## src/rtl/vc_credit_counter.sv

```systemverilog
// Per-virtual-channel credit tracker for one router output port.
// Each VC holds a saturating counter of downstream buffer slots, plus sticky protocol-error flags.
module vc_credit_counter #(
  parameter int NUM_VC     = 4,
  parameter int DEPTH      = 8,
  parameter int LOW_THRESH = 1,
  localparam int CW        = $clog2(DEPTH + 1)
) (
  input  logic                 clk,
  input  logic                 rst,
  input  logic [NUM_VC-1:0]    incr_i,
  input  logic [NUM_VC-1:0]    decr_i,
  input  logic [NUM_VC-1:0]    flush_i,
  input  logic                 err_clr_i,
  output logic [NUM_VC-1:0]    credit_en_o,
  output logic [NUM_VC-1:0]    credit_low_o,
  output logic [NUM_VC*CW-1:0] credit_cnt_o,
  output logic [NUM_VC-1:0]    underflow_o,
  output logic [NUM_VC-1:0]    overflow_o
);

  localparam logic [CW-1:0] FULL_CNT = CW'(DEPTH);
  localparam logic [CW-1:0] LOW_CNT  = CW'(LOW_THRESH);
  localparam logic [CW-1:0] ONE_CNT  = CW'(1);

  genvar gi;
  generate
    for (gi = 0; gi < NUM_VC; gi++) begin : g_vc
      logic [CW-1:0] cnt_q, cnt_d;
      logic          uf_q, uf_d;
      logic          of_q, of_d;

      // Flags clear first so that a same-cycle error event below re-sets them.
      always_comb begin
        cnt_d = cnt_q;
        uf_d  = uf_q & ~err_clr_i;
        of_d  = of_q & ~err_clr_i;
        if (flush_i[gi]) begin
          cnt_d = FULL_CNT;
        end else if (decr_i[gi] && !incr_i[gi]) begin
          if (cnt_q == '0) begin
            uf_d = 1'b1;
          end else begin
            cnt_d = cnt_q - ONE_CNT;
          end
        end else if (incr_i[gi] && !decr_i[gi]) begin
          if (cnt_q == FULL_CNT) begin
            of_d = 1'b1;
          end else begin
            cnt_d = cnt_q + ONE_CNT;
          end
        end
      end

      always_ff @(posedge clk or negedge rst) begin
        if (!rst) begin
          cnt_q <= FULL_CNT;
          uf_q  <= 1'b0;
          of_q  <= 1'b0;
        end else begin
          cnt_q <= cnt_d;
          uf_q  <= uf_d;
          of_q  <= of_d;
        end
      end

      assign credit_cnt_o[gi*CW +: CW] = cnt_q;
      assign credit_en_o[gi]           = (cnt_q != '0);
      assign credit_low_o[gi]          = (cnt_q <= LOW_CNT);
      assign underflow_o[gi]           = uf_q;
      assign overflow_o[gi]            = of_q;
    end
  endgenerate

endmodule

```

## config.mk

```make
export PLATFORM = sky130hd
export DESIGN_NAME = vc_credit_counter
export DESIGN_NICKNAME = d
export VERILOG_FILES = /design/src/rtl/vc_credit_counter.sv
export SDC_FILE = /design/constraint.sdc
export NUM_CORES = 1
export LEC_CHECK = 0
export CAP_MARGIN = 20
export CORE_ASPECT_RATIO = 2
export CORE_MARGIN = 8
export CORE_UTILIZATION = 51
export DETAILED_ROUTE_END_ITERATION = 8
export PLACE_DENSITY = 0.83
export SYNTH_ARGS = -nofsm -noshare
export SYNTH_HDL_FRONTEND = slang
export SYNTH_SLANG_ARGS = --single-unit
```

## constraint.sdc

```tcl
create_clock -name clk -period 2.54 [get_ports clk]
set_input_delay 0.254 -clock clk [delete_from_list [all_inputs] [get_ports clk]]
set_output_delay 0.254 -clock clk [all_outputs]
set_load 0.1 [all_outputs]
```

Word-level counts from Yosys, hierarchy flattened

Index checks and enable logic that the tools add are counted.

Add/subtract/negate cells: 8
Magnitude comparators: 4
Eq/ne operators: 12
Muxes and demuxes: 48
Bitwise operators: 9
Reduce and logical (&&, ||, !) cells: 32

Operator list:

| operator                                                        | count |
|---|---|
| two-way mux 4 bit                                               | 20 |
| two-way mux 1 bit                                               | 28 |
| != test 3 bit (second input constant)                           | 8 |
| adder 4 x 1 -> 4 bit (second input constant)                    | 4 |
| equality test 4 bit (second input constant)                     | 4 |
| less-or-equal comparator 4 x 1 -> 1 bit (second input constant) | 4 |
| zero test 4 bit                                                 | 4 |
| nonzero test 4 bit                                              | 4 |
| subtractor 4 x 1 -> 4 bit (second input constant)               | 4 |
| AND reduction 3 bit                                             | 4 |
| nonzero test 3 bit                                              | 4 |
| bitwise AND 1 bit                                               | 8 |
| logical AND 1 bit                                               | 8 |
| zero test 1 bit                                                 | 8 |
| inverter 1 bit                                                  | 1 |

Flip-flop bits (word level): 24
Bits of input ports: 15
Logic and storage cells: 125

Longest topological paths before layout

Word-level depth: 6
Gate-level depth with buffers: 6
Gate-level depth less buffers: 6

Least setup slack after synthesis

OpenSTA, ideal clock, no wires.

Path kind: register -> output
Start: reg g_vc[0].cnt_q[0]
End: out credit_low_o[0]
Arrival time: 3328 ps
Data required time: 2286 ps
Slack: -1042 ps
Stages on the path, launching flop included: 4
Path buffers: 0
Cells stage by stage: dfrtp_1 -> ha_1 -> nor2_1 -> nor3_1

Longest elaborated chain between the ends: 1

Ends and longest elaborated chain:

| what                                    | RTL line | source |
|---|---|---|
| from (decl)                             | 29       | `logic [CW-1:0] cnt_q, cnt_d;` |
| from (signal assigned)                  | 61       | `cnt_q <= cnt_d;` |
| less-or-equal comparator 4 x 1 -> 1 bit | 69       | `assign credit_low_o[gi] = (cnt_q <= LOW_CNT);` |
| to (decl)                               | 16       | `output logic [NUM_VC-1:0] credit_low_o,` |

Every way passes these cells.

Worst setup path after layout

Start: reg g_vc[0].cnt_q[1]
End: out credit_en_o[0]

Longest elaborated chain between the ends: 1

Ends and longest elaborated chain:

| what               | RTL line | source |
|---|---|---|
| nonzero test 4 bit | 68       | `assign credit_en_o[gi] = (cnt_q != '0);` |
| to (decl)          | 15       | `output logic [NUM_VC-1:0] credit_en_o,` |

Every way passes these cells.

==> qor.yml <==
placement:
  gp_congestion: 0.840
  portBuffers: 46
  dp_worst_setup_slack_ns: 0.536
  dpl.hpwl_um: 3410
power_and_ir_drop:
  peakVddDrop_mv: 0.657
  power_density_nw_per_um2: 1220
  leakagePower_uw: 0.000949
worst_setup_path:
  r2r-start: "g_vc[0].cnt_q[1]$_DFFE_PN0P_"
  setup.worst_path.end_class: "output pin"
  crit_chain: "inv_1 > ha_1 > or3b_2 > buf_4"
  r2r-end: "g_vc[0].cnt_q[2]$_DFFE_PN0P_"
  critical_path_required_ns: 2.29
  arrival_ns: 1.74
  cpLargestDelayFamily: "flip-flops"
  slowest_delay_ns: 0.46
  r2r_cells: 6
  worstPathBufferInverterCount: 2
  reg2reg_slack_ns: 0.59
  crit_fanout: 6
  slowest_stage: "dfrtp_1"
  critPathKind: "reg -> out"
  startpoint_type: "flip-flop"
floorplan:
  io_pins: 47
  die_w_um: 56.2
  die_area_um2: 5420
  initial_core_util_pct: 52.9
  fp.dieH_um: 96.5
  num_rows: 29
  core_um2: 3120
sta:
  drv_slew: 0
  timing.fmax_mhz: 502
  skew_ns: 0.00134
  finalCritPeriodShare_pct: 78.4
  worst_slack_ns: 0.549
  finalSetupTns_ns: 0
  relSlewSlack_pct: 76.9
  grt_setup_unrepaired: "false"
  final-setup-viol-count: 0
  tightest_slew_ns: 0.346
  holdWs_ns: 0.345
  hold_viol_final: 0
  period_needed_ns: 1.99
synth:
  synth-seq-area-share_pct: 36.7
  synth_nets: 202
  ys_types: 26
  syn_avg_cell_area_um2: 9.59
  synthCells: 172
  syn_area_um2: 1650
  ys_ff_latch: 24
  yosysWarningCount: 0
detailed_routing:
  wl_um: 4190
  drc: 0
  antenna_left: 0
  avgViaCountPerCell: 5.75
  wl_per_cell_um: 17.1
  dr.pass1.iters: 4
  dr_total_vias: 1409
  drt-initial-drc-count: 42
grt:
  grtUsageTotal_pct: 15.0
  grt_pass1_wl_um: 6710
  grt_pass1_vias: 1439
  grt-ovfl-total: 0
  antenna_found_initial: 0
  grt_max_degree: 25
min_path:
  hp-class: "in -> async"
clocking:
  cts_resized: 0
  cts_buffer_depth: 2
  cts_sinks: 24
  cts_post_setup_buffers_inserted: 0
  cts_tree: "yes"
  cts_hold_buf: 0
  cts_buffers: 3
  cts_root_buf: "clkbuf_8"
  insertion_delay_ns: 0.26
  h-tree-depth: 1
  path_clk_slew_ns: 0.08
layout:
  fin_nets: 245
  layout_common_cells: "buf_4 (33), dfrtp_1 (20), inv_1 (16), ha_1 (15)"
  fill_cells: 262
  syn_to_final_growth_pct: 28.1
  antenna_cells: 0
  drive_gt1_share_pct: 24.8
  layout_commonest_cell: "buf_4"
flow_run:
  drv_cap: 0
run_status:
  status: "finished clean"
[cell type report]
cell class	instances	area, um2	area share, %
Sequential cell	24	606	28.7
Clock buffer	4	55.1	2.61
Multi-Input combinational cell	123	966	45.7
Inverter	16	60.1	2.84
Timing Repair Buffer	47	388	18.4
Tap cell	31	38.8	1.84
[sequential cells by signal (all words and copies together), names as in the netlist]
signal,cells
g_vc.uf_q,4
g_vc.cnt_q,16
g_vc.of_q,4
[how the worst max path moves through the flow]
stage | from | to | slack [ns] | depth (start not counted)
global route | g_vc[0].cnt_q[0]$_DFFE_PN0P_ | g_vc[0].cnt_q[2]$_DFFE_PN0P_ | 0.48 | 6
finish | g_vc[0].cnt_q[1]$_DFFE_PN0P_ | credit_en_o[0] | 0.55 | 4
floorplan | g_vc[0].cnt_q[0]$_DFFE_PN0P_ | credit_low_o[0] | 0.23 | 3
detailed placement | flush_i[0] | g_vc[0].cnt_q[2]$_DFFE_PN0P_ | 0.54 | 5
CTS | g_vc[2].cnt_q[0]$_DFFE_PN0P_ | credit_en_o[2] | 0.55 | 4
global placement | incr_i[1] | g_vc[1].cnt_q[3]$_DFFE_PN1P_ | 0.66 | 5
[synthesized netlist by cell type, drive strengths merged]
cell type  instances  share of area [%]
dfrtp             20                 30
inv               16                3.6
ha                15                 11
nand2             14                3.2
xor2              10                5.3
buf                9                3.9
a21oi              8                2.4
mux2i              8                4.9
nor2               8                1.8
or3                8                3.0
or3b               8                4.2
o22ai              6                3.8
o32ai              6                3.2
dfstp              4                6.4
nand2b             4                1.5
nand4              4                1.5
nor2b              4                1.5
nor3               4                1.2
o21ai              4                1.2
o31ai              4                1.8
or4                4                1.8
nand3b             2               0.91
xnor2              2                1.1
[cells by family (layout without fill, tap and decap cells)]
logic type / Yosys count / in the layout / synth area share, %
and+or+nand+nor: 60 / 60 / 20.8
xor gates and xnor gates: 12 / 12 / 6.37
AOI/OAI and AO/OA: 28 / 28 / 12.4
DFF: 24 / 24 / 36.7
adders and majority gates: 15 / 15 / 11.4
buffers and inverters: 25 / 67 / 7.51
muxes: 8 / 8 / 4.85
[per-layer routing]
layer  GRT usage [%]  up-vias  routed length (um)
li1                -      681                   -
met3            3.40        4                 211
met4            5.04        0                  46
met1            12.3      691                1440
met2            32.3       33                2490
met5               0        -                   0
[per-stage QoR]
stage	utilization (%)	power [uW]	cells	area [um2]
CTS	67.7	2600	245	2110
global placement	66.0	2290	241	2060
detailed placement	66.0	2350	241	2060
finish	67.7	2590	245	2110
floorplan	-	1970	172	1700
global route	67.7	2710	245	2110
[report_power, final]
part / total [uW] / switching (uW) / internal (uW) / leakage (uW)
sequential: 660 / 174 / 486 / 0.000309
combinational: 1680 / 1250 / 427 / 0.000612
clock: 251 / 113 / 138 / 0.0000288
total: 2590 / 1540 / 1050 / 0.000949
(Power assumes the default switching activity.)
